`src/rtl/alu_issue_pkg.sv`:
```
// alu_issue_pkg: shared types for the ALU issue stage
// default widths, the buffered command bundle and the FSM states
package alu_issue_pkg;

    localparam int DATA_W = 8;
    localparam int OP_W   = 3;

    typedef struct packed {
        logic [OP_W-1:0]   op;
        logic [DATA_W-1:0] a;
        logic [DATA_W-1:0] b;
    } cmd_t;

    typedef enum logic [1:0] {
        IDLE,
        DRIVE,
        RESULT
    } state_t;

endpackage

```
`src/rtl/alu_cmd_fifo.sv`:
```
// alu_cmd_fifo: synchronous command FIFO of cmd_t
// pointers carry one extra wrap bit to tell full from empty
module alu_cmd_fifo
    import alu_issue_pkg::*;
#(
    parameter int DEPTH = 4
) (
    input  logic                     clk,
    input  logic                     rst_n,
    input  logic                     push,
    input  cmd_t                     wdata,
    input  logic                     pop,
    output cmd_t                     rdata,
    output logic                     full,
    output logic                     empty,
    output logic [$clog2(DEPTH):0]   level
);

    localparam int AW = $clog2(DEPTH);

    logic [AW:0] wptr;
    logic [AW:0] rptr;
    cmd_t        mem [DEPTH];

    assign rdata = mem[rptr[AW-1:0]];
    assign empty = (wptr == rptr);
    assign full  = (wptr[AW] != rptr[AW]) &&
                   (wptr[AW-1:0] == rptr[AW-1:0]);
    assign level = wptr - rptr;

    // pointer update; push and pop may share an edge
    always_ff @(posedge clk or negedge rst_n) begin
        if (!rst_n) begin
            wptr <= '0;
            rptr <= '0;
        end else begin
            if (push) wptr <= wptr + 1'b1;
            if (pop)  rptr <= rptr + 1'b1;
        end
    end

    // storage write; contents need no reset
    always_ff @(posedge clk) begin
        if (push) mem[wptr[AW-1:0]] <= wdata;
    end

endmodule

```
`src/rtl/alu_issue_stage.sv`:
```
// alu_issue_stage: issues buffered commands to the combinational
// ALU and hands each captured result downstream with op and tag
module alu_issue_stage
    import alu_issue_pkg::*;
#(
    parameter int WIDTH  = DATA_W,
    parameter int OPW    = OP_W,
    parameter int DEPTH  = 4,
    parameter int SETTLE = 1,
    parameter int TAGW   = 8
) (
    input  logic                   clk,
    input  logic                   rst_n,
    input  logic                   cmd_valid,
    output logic                   cmd_ready,
    input  logic [WIDTH-1:0]       cmd_a,
    input  logic [WIDTH-1:0]       cmd_b,
    input  logic [OPW-1:0]         cmd_op,
    output logic [WIDTH-1:0]       alu_a,
    output logic [WIDTH-1:0]       alu_b,
    output logic [OPW-1:0]         alu_op,
    input  logic [WIDTH-1:0]       alu_out,
    output logic                   res_valid,
    input  logic                   res_ready,
    output logic [WIDTH-1:0]       res_data,
    output logic [OPW-1:0]         res_op,
    output logic [TAGW-1:0]        res_tag,
    output logic                   busy,
    output logic [$clog2(DEPTH):0] fifo_level
);

    localparam int CW = (SETTLE > 1) ? $clog2(SETTLE) : 1;
    localparam logic [CW-1:0] LAST = CW'(SETTLE - 1);

    state_t        state;
    logic [CW-1:0] cnt;
    cmd_t          wcmd;
    cmd_t          head;
    logic          full;
    logic          empty;
    logic          push;
    logic          pop;
    logic          done;

    assign wcmd.op   = cmd_op;
    assign wcmd.a    = cmd_a;
    assign wcmd.b    = cmd_b;

    assign cmd_ready = rst_n & ~full;
    assign push      = cmd_valid & cmd_ready;
    assign done      = (state == DRIVE) & (cnt == LAST);
    assign pop       = ~empty & ((state == IDLE) |
                                 ((state == RESULT) & res_ready));
    assign busy      = (state != IDLE) | ~empty;

    alu_cmd_fifo #(
        .DEPTH (DEPTH)
    ) u_fifo (
        .clk   (clk),
        .rst_n (rst_n),
        .push  (push),
        .wdata (wcmd),
        .pop   (pop),
        .rdata (head),
        .full  (full),
        .empty (empty),
        .level (fifo_level)
    );

    // sequencing: load on pop, settle in DRIVE, hold in RESULT
    always_ff @(posedge clk or negedge rst_n) begin
        if (!rst_n) begin
            state <= IDLE;
        end else begin
            unique case (state)
                IDLE:    if (pop) state <= DRIVE;
                DRIVE:   if (done) state <= RESULT;
                RESULT:  if (res_ready) state <= pop ? DRIVE : IDLE;
                default: state <= IDLE;
            endcase
        end
    end

    // settle counter: cleared on each load, counts while driving
    always_ff @(posedge clk or negedge rst_n) begin
        if (!rst_n) begin
            cnt <= '0;
        end else if (pop) begin
            cnt <= '0;
        end else if (state == DRIVE) begin
            cnt <= cnt + 1'b1;
        end
    end

    // operand registers: held between loads so the ALU sees stable inputs
    always_ff @(posedge clk or negedge rst_n) begin
        if (!rst_n) begin
            alu_a  <= '0;
            alu_b  <= '0;
            alu_op <= '0;
        end else if (pop) begin
            alu_a  <= head.a;
            alu_b  <= head.b;
            alu_op <= head.op;
        end
    end

    // result capture at end of settle; tag advances on each handshake
    always_ff @(posedge clk or negedge rst_n) begin
        if (!rst_n) begin
            res_valid <= 1'b0;
            res_data  <= '0;
            res_op    <= '0;
            res_tag   <= '0;
        end else if (done) begin
            res_valid <= 1'b1;
            res_data  <= alu_out;
            res_op    <= alu_op;
        end else if ((state == RESULT) && res_ready) begin
            res_valid <= 1'b0;
            res_tag   <= res_tag + 1'b1;
        end
    end

endmodule
```
`config.mk`:
```
export PLATFORM = sky130hd
export DESIGN_NAME = alu_issue_stage
export DESIGN_NICKNAME = d
export VERILOG_FILES = /design/src/rtl/alu_issue_pkg.sv /design/src/rtl/alu_cmd_fifo.sv /design/src/rtl/alu_issue_stage.sv
export SDC_FILE = /design/constraint.sdc
export NUM_CORES = 1
export LEC_CHECK = 0
export CAP_MARGIN = 5
export CELL_PAD_IN_SITES_DETAIL_PLACEMENT = 0
export CELL_PAD_IN_SITES_GLOBAL_PLACEMENT = 1
export CORE_AREA = 4 4 108 110
export CTS_CLUSTER_SIZE = 28
export DETAILED_ROUTE_END_ITERATION = 8
export DIE_AREA = 0 0 112 114
export PLACE_DENSITY = 0.88
export SLEW_MARGIN = 5
export SYNTH_ARGS = -nofsm -noshare
export SYNTH_HDL_FRONTEND = slang
export SYNTH_SLANG_ARGS = --single-unit
```
`constraint.sdc`:
```
create_clock -name clk -period 3.3 [get_ports clk]
set_input_delay 0.33 -clock clk [delete_from_list [all_inputs] [get_ports clk]]
set_output_delay 0.33 -clock clk [all_outputs]
set_load 0.05 [all_outputs]
```
### Yosys cells after proc, flatten, opt, wreduce, memory -nomap -nowiden

Memories as Yosys holds them, arrays and structs flattened. A register that Yosys moved wholly into a read port is not among the register bits.
Index checks and enable logic that the tools add are counted.

* add/sub/neg operators: 5
* bitwise logic cells: 11
* eq/ne operators: 8
* reduce and logical (&&, ||, !) cells: 9
* muxes and demuxes: 11

Operator list (count)
* 8-bit by 1-bit adder with 8-bit output, second input constant: 1
* 1-bit 2-to-1 mux: 7
* 3-bit by 1-bit adder with 3-bit output, second input constant: 2
* 2-bit 2-to-1 mux: 3
* 2-bit inequality test, second input constant: 3
* 2-bit one-hot mux with 3 select lines: 1
* 2-bit nonzero test: 3
* 1-bit bitwise AND: 5
* 1-bit inverter: 4
* 3-bit equality test: 1
* 3-bit AND reduction: 1
* 3-bit subtractor: 1
* 2-bit by 1-bit equality test with 1-bit output, second input constant: 1
* 2-bit equality test: 1
* 2-bit equality test, second input constant: 1
* 1-bit logical AND: 2
* 2-bit zero test: 1
* 1-bit OR: 2
* 2-bit AND reduction: 1
* 1-bit adder, second input constant: 1
* 1-bit zero test: 1
* 1-bit inequality test: 1

* logic and storage cells: 53
* bits of input ports: 31
* memories: 1
* memory bits (writable): 76
* register bits after elaboration: 29

Memory list
* u_fifo.mem: depth 4, width 19, rd ports 1, clocked after memory_dff 1, wr ports 1, line alu_cmd_fifo.sv:23 `cmd_t mem [DEPTH];`

### Longest topological paths before layout

Gate-level depths: netlist of the first run.

* depth in word-level cells: 7
* depth in mapped cells: 6
* depth with buffers taken out: 5

### Cells and area by module

Synthesis of the first run repeated with hierarchy kept, for this count alone.

* cell total of the unflattened synthesis: 246
* area, all modules: 4808.4 um^2

By module, submodules not included
* alu_cmd_fifo: cells an instance 136, instances 1, area each 3131.8 um^2, sequential area each 2432.3 um^2
* alu_issue_stage: cells an instance 110, instances 1, area each 1676.6 um^2, sequential area each 1051.0 um^2

### Least setup slack after synthesis of the first run

Ideal clock, no wire load.

* kind: flip-flop to flip-flop
* start: reg u_fifo.rptr[1]
* end: mem u_fifo.mem[3][0] (netlist bit) (enable)
* slack: 0.654 ns
* data arrival time: 2.236 ns
* path buffers: 1
* required time: 2.890 ns
* library setup time: 0.410 ns
* stages on the path, launching flop included: 5
* path through: dfrtp_1 -> clkbuf_1 -> inv_1 -> ha_1 -> a31oi_1

* cells in the longest elaborated chain, start to end: 7

Ends and longest elaborated chain
* from (decl): line alu_cmd_fifo.sv:22 `logic [AW:0] rptr;`
* from (signal assigned): line alu_cmd_fifo.sv:38 `if (pop) rptr <= rptr + 1'b1;`
* 2-bit equality test: line alu_cmd_fifo.sv:28 `(wptr[AW-1:0] == rptr[AW-1:0]);`
* 1-bit logical AND: line alu_cmd_fifo.sv:27 `assign full = (wptr[AW] != rptr[AW]) &&`
* 1-bit inverter: line alu_issue_stage.sv:49 `assign cmd_ready = rst_n & ~full;`
* 1-bit bitwise AND: line alu_issue_stage.sv:49
* 1-bit bitwise AND: line alu_issue_stage.sv:50 `assign push = cmd_valid & cmd_ready;`
* 1-bit 2-to-1 mux: line alu_cmd_fifo.sv:44 `if (push) mem[wptr[AW-1:0]] <= wdata;`
* 1-bit 2-to-1 mux (not written as such): line alu_cmd_fifo.sv:44
* to (decl): line alu_cmd_fifo.sv:23

No other way between the ends.

### Worst setup path in the final report of the first run

* start: reg u_fifo.wptr[0]
* end: out fifo_level[2]

* cells in the longest elaborated chain, start to end: 1

Ends and longest elaborated chain
* from (decl): line alu_cmd_fifo.sv:21 `logic [AW:0] wptr;`
* from (signal assigned): line alu_cmd_fifo.sv:37 `if (push) wptr <= wptr + 1'b1;`
* 3-bit subtractor: line alu_cmd_fifo.sv:29 `assign level = wptr - rptr;`
* to (decl): line alu_issue_stage.sv:29 `output logic [$clog2(DEPTH):0] fifo_level`

No other way between the ends.

==> results by group, run 1 <==
Timing
  • Minimum clock period: 2.54 ns
  • Slew at the pin with the worst max-slew slack: 0.680 ns
  • Fin crit share: 77.1%
  • Rel. slew slack: 54.4%
  • Max-slew violation count: 0
  • Final setup violation count: 0
  • RSZ-0062 raised after global routing: false
  • Total Neg Setup Slack: 0 ns
  • Clock Skew: 0.00815 ns
  • Max Clk Rate: 393 MHz
  • Final Hold Fails: 0

Logic synthesis
  • Synth Warn #: 0
  • Post-Syn Nets: 285
  • Area leader, netlist: edfxtp_1
  • Synth top area share: 47.3%
  • Async SR Flop Fraction: 38.7%
  • Post-synthesis sequential area ratio: 72.2%
  • Flops & latches, synth: 124
  • EDFF count, synth: 76
  • Synth Instances: 245
  • Syn Std Cell Area: 4830 um2
  • Synth unique cells: 35
  • Synth area leaders: edfxtp_1 47%, dfrtp_1 25%, mux4_2 8.9%, mux2_2 6.8%, ha_1 2.1%
  • Syn_area_per_cell: 19.7 um2
  • Prevailing post-synth register cell: edfxtp_1

Floorplan
  • Die area: 12800 um2
  • I/O pin count: 75
  • Rows: 38
  • Core region area: 10700 um2
  • Initial Util: 45.1%
  • Die height: 114 um
  • Die width: 112 um

Detailed routing
  • # DRC: 0
  • Total wire length: 8950 um
  • First-pass DRT Iterations: 5
  • Vias per cell: 5.09
  • Wire per inst: 18.1 um
  • Post-route ant nets: 0
  • Initial drt markers: 108
  • Vias: 2508

Worst setup path
  • Buf/Inv on CP: 2
  • Setup CP Type: reg -> out
  • Worst-path cell chain: inv_1 > ha_1 > fa_1 > xnor2_1 > buf_12
  • CP max stage cell: fa_1
  • Critical path startpoint category: flip-flop
  • CP top delay family: adder cells
  • Worst Path Max Fanout: 4
  • Critical Path AT: 2.21 ns
  • Max incr delay on CP: 0.44 ns
  • Required time of the critical path: 2.97 ns
  • Critical Path Sink Type: output port

Global route
  • Gr ovfl total: 0
  • Largest net degree at the start of global routing: 34
  • First-pass GRT wire length: 14200 um
  • Vias in the first global route: 2748
  • All-Layer GR Usage: 14.7%
  • Antenna violations before repair: 0

Power and ir drop
  • Peak VDD IR: 1660 uV
  • Switching Fraction: 38.4%
  • Comb pwr share: 44.2%
  • Internal: 4.54 mW
  • PD cells: 1150 nW/um2
  • Clock network fraction of design power: 24.4%
  • Sequential power share: 31.3%
  • Leak Pwr: 2.40 nW
  • Switching pwr: 2.83 mW

Clock tree
  • CTS tree: yes
  • Clk pin slew, worst setup/hold paths: 0.06 ns
  • H-tree levels: 4
  • Root Driver: clkbuf_8
  • Clock buffer depth: 2
  • CTS buffer count: 17
  • Clock sink count: 124
  • PostCTS Resize Cnt: 0
  • Clk_lat worst skew: 0.50 ns
  • Post-CTS Setup Inserts: 0

Finish
  • Nets: 380
  • Share of layout cells above drive strength 1: 27.8%
  • N_diodes: 0
  • Synthesis-to-finish area growth: 32.4%
  • Design area: 6390 um2
  • Number of fill cells in the layout: 785

Worst hold path
  • Worst min path class: in -> async

Flow run
  • Max Cap Violations: 0

Place
  • GPL Wtd Cong: 0.722
  • Post-DP Area: 5790 um2
  • DP HPWL: 5940 um
  • Port Buffer Count: 74

Status
  • Status: complete, no violations
power groups by stage:
stage	registers (mW)	clock network (mW)	logic, mW
2_1_floorplan	3.05	0	1.47
5_1_grt	2.36	1.91	3.43
4_1_cts	2.32	1.84	3.30
3_3_place_gp	2.32	0	3.21
3_5_place_dp	2.34	0	3.28
6_report	2.31	1.80	3.26
layer usage:
metal	share of wire, %	track usage (%)	vias up
li1	-	-	1143
met2	52	26.1	60
met3	3.9	4.40	8
met5	0	0	-
met4	1.0	4.33	0
met1	43	17.5	1297
per-stage QoR:
stage	hold WS, ns	power (mW)	instances	setup WS, ns	utilization, %
floorplan	0.0344	4.52	245	0.654	-
global placement	0.323	5.53	460	0.995	54.1
detailed placement	0.325	5.62	460	0.962	54.1
CTS	0.322	7.46	493	0.740	59.7
global route	0.347	7.70	493	0.608	59.7
finish	0.321	7.37	493	0.757	59.7
registers in the layout, summed over array words and instances, names as in the netlist:
name	count
alu_a	8
alu_b	8
alu_op	3
cnt	1
res_data	8
res_op	3
res_tag	8
res_valid	1
state	2
u_fifo.mem	76
u_fifo.rptr	3
u_fifo.wptr	3
final timing paths:
check | startpoint | to | slack (ns) | cells after the start
max | u_fifo.wptr[0] | fifo_level[2] | 0.76 | 5
min reg2reg | res_tag[7] | res_tag[7] | 0.47 | 1
max in group asynchronous | rst_n | res_tag[3] | 2.17 | 3
min | rst_n | alu_b[6] | 0.32 | 2
min in group clk | alu_out[4] | res_data[4] | 0.45 | 2
max reg2reg | u_fifo.wptr[0] | alu_b[7] | 1.01 | 5
synth_stat cells (3+ instances only):
library cell	instances
and2_1	3
clkbuf_1	3
dfrtp_1	48
edfxtp_1	76
ha_1	8
inv_1	7
mux2_1	4
mux2_2	29
mux4_2	19
nand3_1	4
nor3_1	3
xnor2_1	8
xor2_1	7
what timing repair did:
| action | 4_1_cts | 5_1_grt |
|---|---|---|
| endpoints found under the setup margin | 0 | 0 |
| hold buffers | 1 | 0 |
| hold endpoints to repair | 16 | 0 |
cells in the final DEF (no fill, tap or decap), types with 2 or more instances in the layout:
cell type        count
xnor2_1              8
ha_1                 8
clkdlybuf4s50_1     68
inv_6                5
clkbuf_8             2
dfrtp_1             48
bufinv_16            2
nand2_1              2
a21o_1               2
xor2_1               7
mux4_2              19
buf_12               3
mux2_2              29
mux2_1               4
nor3_1               2
inv_1                7
nand3_1              4
and2_1               3
buf_4               11
clkbuf_16           16
edfxtp_1            76
clkinv_4             4
cells by family (layout without fill, tap and decap cells):
kind of cell	count (synthesis)	after routing	share of synthesized area, %
multiplexers	52	52	16.6
adder cells (fa/ha/maj)	9	9	2.49
XOR/XNOR	15	15	2.72
flip-flops	124	124	72.2
buffers and inverters	15	123	1.61
AO/OA/AOI/OAI	10	10	2.05
AND/OR/NAND/NOR	20	20	2.39
cell type report:
| class | instances | area (um2) | share of cell area [%] |
|---|---|---|---|
| clock buffer | 19 | 432 | 6.76 |
| clock inverter | 13 | 158 | 2.47 |
| inverter | 7 | 26.3 | 0.411 |
| multi-input combinational | 106 | 1280 | 20.0 |
| sequential | 124 | 3480 | 54.5 |
| tap | 140 | 175 | 2.74 |
| timing repair buffer | 84 | 838 | 13.1 |
(Power assumes the default switching activity.)
==> run 2, diff against run 1 <==
Clock period 3.3 ns to 2.4 ns, I/O delays scaled along.
==> run 2 against run 1 <==
Combinational power rose by 44%. Die area did not move. Count of clock-buffer cells in the layout rose by 1. Clock skew rose by 0.0016 ns. Via count rose by 0.52%. Flip-flop and latch count did not move. Wire length rose by 0.57%. Clock power rose by 20%. Critical path depth did not move. Final cell count rose by 0.81%. Total power rose by 36%. Largest power group unchanged. Highest routed layer unchanged.
==> results by group, run 2 (synthesis results as in run 1) <==
Global route
  • Vias in the first global route: 2793
  • Antenna violations before repair: 0
  • First-pass GRT wire length: 14500 um
  • All-Layer GR Usage: 15.2%
  • Largest net degree at the start of global routing: 46
  • Gr ovfl total: 0

Timing
  • Fin crit share: 97.2%
  • Max-slew violation count: 0
  • Max Clk Rate: 429 MHz
  • Final WS setup: 0.0670 ns
  • Final Hold Fails: 0
  • Rel. slew slack: 59.6%
  • Total Neg Setup Slack: 0 ns
  • Hold_ws: 0.124 ns
  • Clock Skew: 0.00975 ns
  • RSZ-0062 raised after global routing: false
  • Slew at the pin with the worst max-slew slack: 0.606 ns
  • Final setup violation count: 0
  • Minimum clock period: 2.33 ns

Floorplan
  • Rows: 38
  • Initial Util: 45.1%
  • Die height: 114 um
  • Die width: 112 um
  • Die area: 12800 um2
  • Core region area: 10700 um2
  • I/O pin count: 75

Flow run
  • Max Cap Violations: 0

Finish
  • Number of fill cells in the layout: 800
  • Design area: 6400 um2
  • Most frequent cells in the layout: 76 x edfxtp_1, 68 x clkdlybuf4s50_1, 47 x dfrtp_1
  • Post-layout util: 59.8%
  • Share of layout cells above drive strength 1: 30.3%
  • Max reg flops: 76
  • Synthesis-to-finish area growth: 32.7%
  • Post-Layout Cell Count: 497
  • Nets: 384
  • Most common cell after layout, fill and taps aside: edfxtp_1
  • N_diodes: 0

Clock tree
  • CTS tree: yes
  • CTS buffer count: 17
  • H-tree levels: 4
  • Clk_lat worst skew: 0.51 ns
  • Root Driver: clkbuf_8
  • Clock sink count: 124
  • Clk pin slew, worst setup/hold paths: 0.05 ns
  • Clock buffer depth: 2

Worst setup path
  • Worst Path Max Fanout: 4
  • Critical Path Sink Type: output port
  • R2R cell count: 5
  • Critical path startpoint category: flip-flop
  • Worst r2r dst: u_fifo.mem[0][0]
  • Required time of the critical path: 2.16 ns
  • Critical Path AT: 2.09 ns
  • Setup CP Type: reg -> out
  • RR Startpoint: u_fifo.rptr[1]
  • R2r setup slk: 0.45 ns

Power and ir drop
  • PD cells: 1570 nW/um2
  • Total power: 10.1 mW
  • Peak VDD IR: 767 uV
  • Leak Pwr: 2.38 nW

Place
  • GPL Wtd Cong: 0.754
  • Post-DP Area: 5820 um2
  • DP HPWL: 5740 um
  • Pre-CTS WS: 0.286 ns
  • Placed Cells: 460
  • Port Buffer Count: 74

Detailed routing
  • Initial drt markers: 64
  • Total wire length: 9000 um
  • Vias: 2521
  • Post-route ant nets: 0
  • # DRC: 0
  • Vias per cell: 5.07
  • First-pass DRT Iterations: 4
  • Wire per inst: 18.1 um

Worst hold path
  • Worst min path class: in -> async

Status
  • Status: complete, no violations
==> run 2: routing by layer <==
layer  global-route usage [%]  vias to the layer above  routed length (um)
li1                         -                     1150                   -
met1                     17.6                     1294                3700
met2                     26.4                       65                4750
met3                     4.88                       12                 442
met4                     5.77                        0                 103
met5                        0                        -                   0
==> run 2: worst max-delay path by stage <==
stage	from	endpoint	slack (ns)	cells past startpoint
4_1_cts	u_fifo.wptr[1]	busy	0.01	5
3_3_place_gp	res_ready	alu_b[5]	0.37	5
2_1_floorplan	u_fifo.rptr[1]	u_fifo.mem[3][0]	0.19	4
5_1_grt	u_fifo.rptr[1]	fifo_level[2]	0.002	4
6_report	u_fifo.wptr[1]	busy	0.07	5
3_5_place_dp	u_fifo.wptr[0]	u_fifo.mem[0][15]	0.29	5
==> run 2: critical path, cell delays in order (launching register included) <==
cell	delay [ns]
dfrtp_2	0.45
ha_4	0.32
nand2_1	0.07
buf_4	0.15
or4_4	0.42
buf_6	0.17
==> run 2: layout make-up <==
type / instances / area [um2] / share of cell area, %
inverters: 7 / 26.3 / 0.410
well taps: 140 / 175 / 2.74
clock buffers: 20 / 435 / 6.80
repair buffers: 88 / 897 / 14.0
multi-input cells: 106 / 1310 / 20.4
flip-flops and latches: 124 / 3480 / 54.4
clock inverters: 12 / 75.1 / 1.17
==> run 2: timing repair <==
item,in CTS,in global routing
resized for setup,5,2
setup buffers,1,3
setup endpoints to repair,2,1
hold endpoints to repair,40,0
hold buffers,1,0
==> run 2: power breakdown <==
group,internal [mW],switching [mW]
clock,1.28,0.884
combinational,2.08,2.63
sequential,2.84,0.337
==> run 3, diff against run 2 <==
Settings changed: CTS_CLUSTER_DIAMETER set to 50.
==> results of run 3 <==
The final DEF is identical to that of run 2; final timing and power are the same.
